[config.mk]
export PLATFORM = sky130hd
export DESIGN_NAME = ifetch_queue_stage_flat
export DESIGN_NICKNAME = d
export VERILOG_FILES = /design/src/rtl/ifetch_queue_stage_pkg.sv /design/src/rtl/ifetch_queue_stage_if.sv /design/src/rtl/ifetch_queue_stage_fifo.sv /design/src/rtl/ifetch_queue_stage.sv /design/src/flat_wrapper.sv
export SDC_FILE = /design/constraint.sdc
export NUM_CORES = 1
export LEC_CHECK = 0
export CELL_PAD_IN_SITES_DETAIL_PLACEMENT = 1
export CELL_PAD_IN_SITES_GLOBAL_PLACEMENT = 1
export CORE_MARGIN = 2
export CORE_UTILIZATION = 51
export DETAILED_ROUTE_END_ITERATION = 12
export PLACE_DENSITY_LB_ADDON = 0.12
export SKIP_LAST_GASP = 1
export SLEW_MARGIN = 40
export SYNTH_ARGS = -nofsm -noshare
export SYNTH_HDL_FRONTEND = slang
export SYNTH_HIERARCHICAL = 1
export SYNTH_SLANG_ARGS = --single-unit
[constraint.sdc]
create_clock -name clk_i -period 6 [get_ports clk_i]
set_input_delay 1.2 -clock clk_i [delete_from_list [all_inputs] [get_ports clk_i]]
set_output_delay 1.2 -clock clk_i [all_outputs]
set_load 0.02 [all_outputs]
[src/rtl/ifetch_queue_stage_pkg.sv]
// Shared types and constants for the instruction-fetch front end.
package ifetch_queue_stage_pkg;

    localparam int XLEN = 32;

    typedef logic [XLEN-1:0] rvga_word;

    typedef struct packed {
        rvga_word pc;
        rvga_word inst;
    } fetch_entry_s;

    // Sequential fetch advances by one instruction word.
    localparam rvga_word INST_BYTES = rvga_word'(4);

    function automatic int unsigned cnt_width(input int unsigned depth);
        return $clog2(depth + 1);
    endfunction

endpackage

[src/rtl/ifetch_queue_stage_if.sv]
// Memory-side and decode-side signals of the fetch stage in one bundle.
interface ifetch_queue_stage_if #(
    parameter int XLEN_P = 32
);
    logic              imem_req_v_o;
    logic              imem_req_ready_i;
    logic [XLEN_P-1:0] imem_addr_o;
    logic              imem_resp_v_i;
    logic [XLEN_P-1:0] imem_resp_data_i;
    logic              inst_v_o;
    logic              inst_ready_i;
    logic [XLEN_P-1:0] inst_o;
    logic [XLEN_P-1:0] pc_o;
    logic              btaken_i;
    logic [XLEN_P-1:0] btarget_i;

    // master: the fetch stage itself
    modport master (
        output imem_req_v_o, imem_addr_o, inst_v_o, inst_o, pc_o,
        input  imem_req_ready_i, imem_resp_v_i, imem_resp_data_i,
               inst_ready_i, btaken_i, btarget_i
    );

    // slave: imem plus decode/branch unit surrounding the stage
    modport slave (
        input  imem_req_v_o, imem_addr_o, inst_v_o, inst_o, pc_o,
        output imem_req_ready_i, imem_resp_v_i, imem_resp_data_i,
               inst_ready_i, btaken_i, btarget_i
    );

endinterface

[src/rtl/ifetch_queue_stage_fifo.sv]
// First-word-fall-through queue with synchronous clear; holds fetch entries.
module ifetch_queue_stage_fifo #(
    parameter int  WIDTH_P = 64,
    parameter int  DEPTH_P = 4,
    localparam int CNT_W   = $clog2(DEPTH_P + 1),
    localparam int PTR_W   = $clog2(DEPTH_P)
) (
    input  logic               clk_i,
    input  logic               rst_i,
    input  logic               i_push,
    input  logic               i_pop,
    input  logic               i_clear,
    input  logic [WIDTH_P-1:0] i_data,
    output logic [WIDTH_P-1:0] o_data,
    output logic [CNT_W-1:0]   o_count,
    output logic               o_full,
    output logic               o_empty
);

    logic [WIDTH_P-1:0] r_mem [DEPTH_P];
    logic [PTR_W-1:0]   r_rd_ptr;
    logic [PTR_W-1:0]   r_wr_ptr;
    logic [CNT_W-1:0]   r_count;

    logic w_pop;
    logic w_push;

    assign o_full  = (r_count == CNT_W'(DEPTH_P));
    assign o_empty = (r_count == '0);

    // A pop frees the head slot in the same cycle, so push is legal when full.
    assign w_pop  = i_pop && !o_empty && !i_clear;
    assign w_push = i_push && !i_clear && (!o_full || w_pop);

    always_ff @(posedge clk_i) begin
        if (w_push) begin
            r_mem[r_wr_ptr] <= i_data;
        end
    end

    always_ff @(posedge clk_i or negedge rst_i) begin
        if (!rst_i) begin
            r_rd_ptr <= '0;
            r_wr_ptr <= '0;
            r_count  <= '0;
        end else if (i_clear) begin
            r_rd_ptr <= '0;
            r_wr_ptr <= '0;
            r_count  <= '0;
        end else begin
            if (w_push) begin
                r_wr_ptr <= r_wr_ptr + PTR_W'(1);
            end
            if (w_pop) begin
                r_rd_ptr <= r_rd_ptr + PTR_W'(1);
            end
            r_count <= r_count + CNT_W'(w_push) - CNT_W'(w_pop);
        end
    end

    assign o_data  = r_mem[r_rd_ptr];
    assign o_count = r_count;

endmodule

[src/rtl/ifetch_queue_stage.sv]
// Instruction fetch front end: credit-limited sequential requests, in-order
// responses buffered with their PCs, redirect flushes and drops stale responses.
module ifetch_queue_stage
    import ifetch_queue_stage_pkg::*;
#(
    parameter int                XLEN_P     = XLEN,
    parameter int                DEPTH_P    = 4,
    parameter logic [XLEN_P-1:0] RESET_PC_P = '0
) (
    input  logic                 clk_i,
    input  logic                 rst_i,
    ifetch_queue_stage_if.master bus
);

    localparam int                CNT_W = $clog2(DEPTH_P + 1);
    localparam int                SUM_W = CNT_W + 2;
    localparam logic [XLEN_P-1:0] STEP  = XLEN_P'(INST_BYTES);

    logic [XLEN_P-1:0] r_pc;
    logic [XLEN_P-1:0] r_resp_pc;
    logic [CNT_W-1:0]  r_inflight;
    logic [CNT_W-1:0]  r_drop;
    logic              r_armed;

    logic [XLEN_P-1:0]   w_pc_next;
    logic [XLEN_P-1:0]   w_resp_pc_next;
    logic [CNT_W-1:0]    w_inflight_next;
    logic [CNT_W-1:0]    w_drop_next;
    logic [CNT_W-1:0]    w_count;
    logic [CNT_W-1:0]    w_outstanding;
    logic [SUM_W-1:0]    w_credit_sum;
    logic                w_req_v;
    logic                w_req_acc;
    logic                w_resp_drop;
    logic                w_resp_live;
    logic                w_resp_counted;
    logic                w_push;
    logic                w_pop;
    logic                w_inst_v;
    logic [2*XLEN_P-1:0] w_head;
    logic                w_q_full;
    logic                w_q_empty;

    // Queue slots are reserved at request time, so a response always has room.
    assign w_credit_sum = SUM_W'(w_count) + SUM_W'(r_inflight) + SUM_W'(r_drop);
    assign w_req_v      = rst_i && !bus.btaken_i && (w_credit_sum < SUM_W'(DEPTH_P));
    assign w_req_acc    = w_req_v && bus.imem_req_ready_i;

    assign w_outstanding  = r_drop + r_inflight;
    assign w_resp_drop    = bus.imem_resp_v_i && (r_drop != '0);
    assign w_resp_live    = bus.imem_resp_v_i && (r_drop == '0) && (r_inflight != '0);
    assign w_resp_counted = bus.imem_resp_v_i && (w_outstanding != '0);

    assign w_inst_v = rst_i && (w_count != '0) && !bus.btaken_i;
    assign w_pop    = w_inst_v && bus.inst_ready_i;
    assign w_push   = w_resp_live && !bus.btaken_i;

    always_comb begin
        w_pc_next       = r_pc;
        w_resp_pc_next  = r_resp_pc;
        w_inflight_next = r_inflight;
        w_drop_next     = r_drop;
        if (bus.btaken_i) begin
            // Everything still outstanding now belongs to the abandoned stream.
            w_pc_next       = bus.btarget_i;
            w_resp_pc_next  = bus.btarget_i;
            w_inflight_next = '0;
            w_drop_next     = w_outstanding - CNT_W'(w_resp_counted);
        end else begin
            if (w_req_acc) begin
                w_pc_next = r_pc + STEP;
            end
            if (w_push) begin
                w_resp_pc_next = r_resp_pc + STEP;
            end
            w_inflight_next = r_inflight + CNT_W'(w_req_acc) - CNT_W'(w_push);
            w_drop_next     = r_drop - CNT_W'(w_resp_drop);
        end
    end

    always_ff @(posedge clk_i or negedge rst_i) begin
        if (!rst_i) begin
            r_pc       <= RESET_PC_P;
            r_resp_pc  <= RESET_PC_P;
            r_inflight <= '0;
            r_drop     <= '0;
        end else begin
            r_pc       <= w_pc_next;
            r_resp_pc  <= w_resp_pc_next;
            r_inflight <= w_inflight_next;
            r_drop     <= w_drop_next;
        end
    end

    // Responses to requests issued before a reset may still trickle in until
    // the first new request is accepted; the stray-response check waits for it.
    always_ff @(posedge clk_i or negedge rst_i) begin
        if (!rst_i) begin
            r_armed <= 1'b0;
        end else if (w_req_acc) begin
            r_armed <= 1'b1;
        end
    end

    ifetch_queue_stage_fifo #(
        .WIDTH_P (2 * XLEN_P),
        .DEPTH_P (DEPTH_P)
    ) u_queue (
        .clk_i   (clk_i),
        .rst_i   (rst_i),
        .i_push  (w_push),
        .i_pop   (w_pop),
        .i_clear (bus.btaken_i),
        .i_data  ({r_resp_pc, bus.imem_resp_data_i}),
        .o_data  (w_head),
        .o_count (w_count),
        .o_full  (w_q_full),
        .o_empty (w_q_empty)
    );

    assign bus.imem_req_v_o = w_req_v;
    assign bus.imem_addr_o  = r_pc;
    assign bus.inst_v_o     = w_inst_v;
    assign bus.pc_o         = w_head[2*XLEN_P-1:XLEN_P];
    assign bus.inst_o       = w_head[XLEN_P-1:0];

    a_no_stray_resp: assert property (@(posedge clk_i) disable iff (!rst_i)
        (r_armed && bus.imem_resp_v_i) |-> (w_outstanding != '0));

    a_count_bound: assert property (@(posedge clk_i) disable iff (!rst_i)
        (w_count <= CNT_W'(DEPTH_P)) && !(w_q_full && w_q_empty));

    a_drop_bound: assert property (@(posedge clk_i) disable iff (!rst_i)
        r_drop <= CNT_W'(DEPTH_P));

endmodule

[src/flat_wrapper.sv]
// flat-port wrapper written by rule: the top's interface ports become plain ports
module ifetch_queue_stage_flat import ifetch_queue_stage_pkg::*;
#(
    parameter int                XLEN_P     = XLEN,
    parameter int                DEPTH_P    = 4,
    parameter logic [XLEN_P-1:0] RESET_PC_P = '0
)
  (clk_i, rst_i, bus_imem_req_v_o, bus_imem_addr_o, bus_inst_v_o, bus_inst_o, bus_pc_o, bus_imem_req_ready_i, bus_imem_resp_v_i, bus_imem_resp_data_i, bus_inst_ready_i, bus_btaken_i, bus_btarget_i);
  ifetch_queue_stage_if #(.XLEN_P(XLEN_P)) bus_i ();
  input  logic clk_i;
  input  logic rst_i;
  output wire logic [$bits(bus_i.imem_req_v_o)-1:0] bus_imem_req_v_o;
  output wire logic [$bits(bus_i.imem_addr_o)-1:0] bus_imem_addr_o;
  output wire logic [$bits(bus_i.inst_v_o)-1:0] bus_inst_v_o;
  output wire logic [$bits(bus_i.inst_o)-1:0] bus_inst_o;
  output wire logic [$bits(bus_i.pc_o)-1:0] bus_pc_o;
  input wire logic [$bits(bus_i.imem_req_ready_i)-1:0] bus_imem_req_ready_i;
  input wire logic [$bits(bus_i.imem_resp_v_i)-1:0] bus_imem_resp_v_i;
  input wire logic [$bits(bus_i.imem_resp_data_i)-1:0] bus_imem_resp_data_i;
  input wire logic [$bits(bus_i.inst_ready_i)-1:0] bus_inst_ready_i;
  input wire logic [$bits(bus_i.btaken_i)-1:0] bus_btaken_i;
  input wire logic [$bits(bus_i.btarget_i)-1:0] bus_btarget_i;
  assign bus_imem_req_v_o = bus_i.imem_req_v_o;
  assign bus_imem_addr_o = bus_i.imem_addr_o;
  assign bus_inst_v_o = bus_i.inst_v_o;
  assign bus_inst_o = bus_i.inst_o;
  assign bus_pc_o = bus_i.pc_o;
  assign bus_i.imem_req_ready_i = bus_imem_req_ready_i;
  assign bus_i.imem_resp_v_i = bus_imem_resp_v_i;
  assign bus_i.imem_resp_data_i = bus_imem_resp_data_i;
  assign bus_i.inst_ready_i = bus_inst_ready_i;
  assign bus_i.btaken_i = bus_btaken_i;
  assign bus_i.btarget_i = bus_btarget_i;
  ifetch_queue_stage #(.XLEN_P(XLEN_P), .DEPTH_P(DEPTH_P), .RESET_PC_P(RESET_PC_P)) u_core (.clk_i(clk_i), .rst_i(rst_i), .bus(bus_i));
endmodule
==> flow_summary.yaml, run 1 <==
floorplan:
  rows: 60
  io_pins: 168
  fp.coreArea_mm2: 0.0269
  fp.dieH_um: 169
  fp.dieArea_mm2: 0.0287
  die-width_um: 169
  floorplan.initialDensity_pct: 51.9
placement:
  post-dp-hpwl_mm: 21.4
  placed_cells_incl_taps: 1327
  postPlaceCellArea_mm2: 0.0160
  routabilityCongestion: 0.836
  preCtsSetupSlack_ns: 1.59
  port-buffer-count: 167
clock_network:
  postCtsSetupRepairBufs: 0
  ctsResizeCount: 0
  clkTransAtPathRegs_ns: 0.06
  cts.sinks: 333
  clock_insertion_delay_at_the_later_pin_of_the_skew_report_ns: 0.51
  cts-root-to-sink-buffers: 3
  cts-htree-levels: 2
  cts_hold_buf: 0
  ctsRootBufferMaster: "clkbuf_16"
  cts_tree: "built"
  number_of_buffers_added_by_the_clock_tree_synthesis_step: 36
timing:
  grt_setup_unrepaired: "false"
  setup_viol: 0
  worst_slew_pin_slew_ns: 0.787
  final_period_minus_worst_setup_slack_ns: 4.60
  final.setup_skew_ns: 0.0144
  final.hold.worst_slack_ns: 0.535
  tns_ns: 0
  worst_slew_margin_rel_pct: 47.2
  fmax_ghz: 0.217
  period_share_pct: 76.7
  fin_ws_ns: 1.40
  hold_viol_final: 0
  drv_slew: 0
hold_path:
  hold_path_class: "register to register"
yosys:
  mappedNetlistNets: 933
  gate_count_post_synth: 840
  postSynthAreaPerCell_um2: 16.6
  ys.warnings.count: 6
  syn-cell-area_mm2: 0.0139
critical_path:
  worstPathArrival_ns: 3.40
  r2r_slack_ns: 1.62
  critPathMaxFanout: 7
  timing_worst_setup_path_type: "register to output pin"
  timing.rr.start: "u_core/u_queue/o_count[1]"
  timing.critical_path.required_ns: 4.80
  cp-start-kind: "register"
  reg2reg_depth: 16
  worstSetupStartpoint: "u_core/u_queue/o_count[1]"
  worst_setup_path_end_kind: "output pin"
  reg2reg_to: "u_core/r_inflight[2]"
  critical_path.endpoint: "bus_imem_req_v_o"
global_routing:
  first_global_vias: 8848
  first_pass_grt_wire_length_mm: 50.3
  grt_antenna_before_repair: 0
  grt.total_usage_pct: 22.9
  grt_overflow_total: 0
  grt_start_max_net_pins: 78
routing:
  drc_errors: 0
  drt-initial-drc-count: 521
  num_vias: 8138
  final_wl_mm: 31.8
  routedWlPerCell_um: 22.8
  drtPass1Iterations: 5
  avgViaCountPerCell: 5.84
  antenna_left: 0
power:
  internal_power_uw: 4070
  share_seq_of_total_power_pct: 50.5
  power.leakage_uw: 0.00591
  power_density_mw_per_mm2: 305
  p_switching_uw: 1190
  power.share.switching_pct: 22.6
  clock_power_share_pct: 41.8
  ir_drop_v: 0.000215
  power.share.combinational_pct: 7.6
finish:
  post_layout_nonfiller_instances: 1393
  finalNetCount: 1118
  area_delta_synth_final_pct: 23.4
  layout.cell_area.non_filler_mm2: 0.0172
  drive_above_1_share_pct: 15.0
  antennaDiodeCount: 0
flow_run:
  maxCapViolCount: 0
run_status:
  run_status: "complete, no violations"
-- worst max-delay path, cell delays in order (launching register included) --
cell and delay, ns:
dfrtp_1 0.53, inv_1 0.11, fa_1 0.55, nor2_1 0.07, fa_1 0.41, and2b_1 0.25
nor2_1 0.05, nor4_1 0.27, clkdlybuf4s50_1 0.66
-- layout make-up --
class	count	area [um2]
fillers	2424	9670
flip-flops and latches	333	9620
multi-input cells	431	3970
repair buffers	181	1850
clock buffers	41	920
well taps	341	427
clock inverters	24	267
inverters	42	158
-- registers in the layout, summed over array words and instances, names as in the netlist --
name and flops:
u_core/u_queue/r_mem 256, u_core/r_resp_pc 32, u_core/r_inflight 3, u_core/u_queue/r_wr_ptr 2
u_core/r_drop 3, u_core/bus.imem_addr_o 32, u_core/u_queue/r_rd_ptr 2, u_core/u_queue/o_count 3
-- layer usage --
| layer | track usage [%] | wire length, um | vias up |
|---|---|---|---|
| met4 | 6.24 | 603 | 0 |
| met5 | 0 | 0 | - |
| li1 | - | - | 3645 |
| met1 | 31.8 | 14000 | 4189 |
| met2 | 38.0 | 15600 | 258 |
| met3 | 3.87 | 1580 | 46 |
-- stage by stage --
step	utilization [%]	power, uW
after global routing	64.0	5440
final	64.0	5250
after global placement	59.2	3080
after detailed placement	59.5	3100
after floorplan	-	2890
after CTS	64.0	5300
-- cell usage in the layout, fill, tap and decap left out, types with 5 or more instances in the layout --
cell type          n
nand2_1           56
nor3_1            17
mux4_2            64
o31a_1            13
xnor2_1           18
buf_4              8
o311ai_1           6
fa_1               6
xor2_1            17
clkbuf_16         36
and3_1             9
a21o_1             6
o211ai_1           8
nand4_1           17
o21a_1             5
buf_12             6
nor2_1            24
inv_1             42
o21ai_0           43
dfrtp_1           75
or3_1              5
nand3_1           21
clkdlybuf4s50_1  165
bufinv_16          5
ha_1              17
edfxtp_1         256
clkbuf_1           5
a21oi_1           11
nor4_1             6
clkinv_2          10
-- worst min path at each step --
stage / start / end / slack, ns / cells past startpoint
global route: u_core/r_resp_pc[26] / u_core/u_queue/r_mem[0][58] / 0.55 / 0
floorplan: u_core/r_resp_pc[0] / u_core/u_queue/r_mem[0][32] / 0.48 / 0
global placement: u_core/r_resp_pc[26] / u_core/u_queue/r_mem[3][58] / 0.50 / 0
detailed placement: u_core/bus.imem_addr_o[31] / u_core/bus.imem_addr_o[31] / 0.53 / 1
finish: u_core/r_resp_pc[26] / u_core/u_queue/r_mem[0][58] / 0.54 / 0
CTS: u_core/r_resp_pc[26] / u_core/u_queue/r_mem[0][58] / 0.54 / 0
-- power groups by stage --
stage | clock (uW) | sequential [uW] | combinational, uW
after global routing | 2330 | 2660 | 446
after floorplan | 0 | 2700 | 191
after detailed placement | 0 | 2700 | 402
final | 2200 | 2650 | 401
after global placement | 0 | 2690 | 390
after CTS | 2250 | 2650 | 405
(Power assumes the default switching activity.)
==> inputs of run 2 (changes only) <==
--- a/config.mk
+++ b/config.mk
@@ -8,7 +8,7 @@
 export CELL_PAD_IN_SITES_DETAIL_PLACEMENT = 1
 export CELL_PAD_IN_SITES_GLOBAL_PLACEMENT = 1
 export CORE_MARGIN = 2
-export CORE_UTILIZATION = 51
+export CORE_UTILIZATION = 47
 export DETAILED_ROUTE_END_ITERATION = 12
 export PLACE_DENSITY_LB_ADDON = 0.12
 export SKIP_LAST_GASP = 1
==> constraint.sdc (replaced) <==
create_clock -name clk_i -period 4.7 [get_ports clk_i]
set_input_delay 0.94 -clock clk_i [delete_from_list [all_inputs] [get_ports clk_i]]
set_output_delay 0.94 -clock clk_i [all_outputs]
set_load 0.02 [all_outputs]
==> flow_summary.yaml, run 2 (synthesis results as in run 1) <==
global_routing:
  grt_antenna_before_repair: 0
  grt_start_max_net_pins: 66
  first_global_vias: 8638
  grt.total_usage_pct: 21.0
  first_pass_grt_wire_length_mm: 50.1
  grt_overflow_total: 0
placement:
  preCtsSetupSlack_ns: 0.364
  postPlaceCellArea_mm2: 0.0161
  post-dp-hpwl_mm: 20.6
  routabilityCongestion: 0.842
  port-buffer-count: 167
run_status:
  run_status: "complete, no violations"
timing:
  final.setup_skew_ns: 0.0102
  grt_setup_unrepaired: "true"
  final_period_minus_worst_setup_slack_ns: 4.46
  worst_slew_margin_rel_pct: 48.6
  setup_viol: 0
  hold_viol_final: 0
  tns_ns: 0
  period_share_pct: 95.0
  final.hold.worst_slack_ns: 0.304
  fin_ws_ns: 0.236
  drv_slew: 0
  fmax_ghz: 0.224
  worst_slew_pin_slew_ns: 0.763
finish:
  antennaDiodeCount: 0
  finalNetCount: 1120
  area_delta_synth_final_pct: 23.6
  max_flop_register: "u_core/u_queue/r_mem"
  highest_count_cells_in_the_layout_ignoring_fill_and_taps: "256 x edfxtp_1, 165 x clkdlybuf4s50_1, 75 x dfrtp_1"
  layout_commonest_cell: "edfxtp_1"
  drive_above_1_share_pct: 14.7
  fillCellCount: 2712
  post-route-util_pct: 58.6
  largest_reg_flops: 256
  layout.cell_area.non_filler_mm2: 0.0172
clock_network:
  cts_tree: "built"
  cts-htree-levels: 2
  clkTransAtPathRegs_ns: 0.06
  number_of_buffers_added_by_the_clock_tree_synthesis_step: 36
  cts_hold_buf: 0
  clock_insertion_delay_at_the_later_pin_of_the_skew_report_ns: 0.51
  ctsRootBufferMaster: "clkbuf_16"
  cts.sinks: 333
  cts-root-to-sink-buffers: 3
power:
  power.leakage_uw: 0.00588
  ir_drop_v: 0.000221
  power_density_mw_per_mm2: 381
floorplan:
  die-width_um: 176
  fp.dieH_um: 176
  fp.dieArea_mm2: 0.0311
  rows: 63
  fp.coreArea_mm2: 0.0294
  floorplan.initialDensity_pct: 47.4
  io_pins: 168
hold_path:
  hold_path_class: "input port to asynchronous set/reset pin"
critical_path:
  timing_worst_setup_path_type: "register to output pin"
  path_cells: "inv_1 -> fa_1 -> nor2_1 -> fa_1 -> and2b_1 -> nor2_1 -> nor4_1 -> clkdlybuf4s50_1"
  timing.critical_path.slowest_cell_delay_ns: 0.68
  cp-start-kind: "register"
  critPathMaxFanout: 7
  r2r_slack_ns: 0.49
  worst_setup_path_end_kind: "output pin"
  worstPathArrival_ns: 3.52
  timing.critical_path.required_ns: 3.76
  cpLargestDelayFamily: "adder cells"
  path_buf_inv: 2
  critical_path.slowest_cell: "clkdlybuf4s50_1"
routing:
  final_wl_mm: 31.8
  drt-initial-drc-count: 419
  num_vias: 7994
  routedWlPerCell_um: 22.1
  antenna_left: 0
  avgViaCountPerCell: 5.55
  drtPass1Iterations: 4
  drc_errors: 0
flow_run:
  maxCapViolCount: 0
run 2: changes by cell type in the layout (fill, tap and decap cells not counted), sizes merged:
cell,previous run,this run
clkinv,15,14
clkbuf,41,43
bufinv,5,2
clkinvlp,2,1
buf,16,18
run 2: worst reg2reg max path: stages, from the launching register on:
cell      delay, ns
dfrtp_1        0.56
inv_1          0.10
fa_1           0.50
nor2_1         0.16
fa_1           0.45
and4bb_2       0.33
o21ai_1        0.22
nor2_4         0.38
inv_1          0.11
ha_1           0.28
inv_1          0.05
ha_1           0.13
inv_1          0.05
fa_1           0.37
xnor2_1        0.20
xnor2_1        0.14
nor2_1         0.05
run 2: what timing repair did:
| action | in CTS | in global routing |
|---|---|---|
| setup endpoints to repair | 0 | 2 |
| gates resized for setup | 0 | 2 |
| setup buffers | 0 | 0 |
run 2: area by class of cell:
cell class	count	area [um2]	share of cell area, %
Inverter	42	158	0.915
Clock inverter	19	146	0.849
Clock buffer	43	958	5.56
Timing Repair Buffer	183	1890	11.0
Tap cell	390	488	2.83
Sequential cell	333	9620	55.8
Multi-Input combinational cell	431	3980	23.1
run 2: power breakdown:
part           internal [uW]  switching (uW)
sequential              3260             120
combinational            235             278
clock                   1560            1110
run 2: layer usage:
| layer | GRT usage [%] | part of all wire, % |
|---|---|---|
| met3 | 3.38 | 4.9 |
| met5 | 0 | 0 |
| met2 | 34.2 | 48 |
| met1 | 29.9 | 45 |
| met4 | 5.27 | 2.0 |
run 2: final timing paths:
path / cells after the start / end / start
worst min-delay path: 1 / u_core/bus.imem_addr_o[29] / rst_i
min in group clk_i: 2 / u_core/bus.imem_addr_o[0] / u_core/bus.imem_addr_o[0]
worst max register to register: 16 / u_core/r_inflight[2] / u_core/u_queue/o_count[1]
worst min register to register: 2 / u_core/bus.imem_addr_o[0] / u_core/bus.imem_addr_o[0]
worst max-delay path: 8 / bus_imem_req_v_o / u_core/u_queue/o_count[1]
max in group asynchronous: 2 / u_core/u_queue/r_rd_ptr[0] / rst_i
run 2: per-stage QoR:
step                      std cells  total power (uW)
after CTS                      1440              6650
final                          1441              6570
after detailed placement       1378              3960
after global placement         1378              3940
after floorplan                 840              3680
after global routing           1441              6810
==> inputs of run 3 (changes only) <==
--- a/config.mk
+++ b/config.mk
@@ -5,6 +5,7 @@
 export SDC_FILE = /design/constraint.sdc
 export NUM_CORES = 1
 export LEC_CHECK = 0
+export ABC_AREA = 0
 export CELL_PAD_IN_SITES_DETAIL_PLACEMENT = 1
 export CELL_PAD_IN_SITES_GLOBAL_PLACEMENT = 1
 export CORE_MARGIN = 2
==> results of run 3 <==
The final DEF is identical to that of run 2; final timing and power are the same.
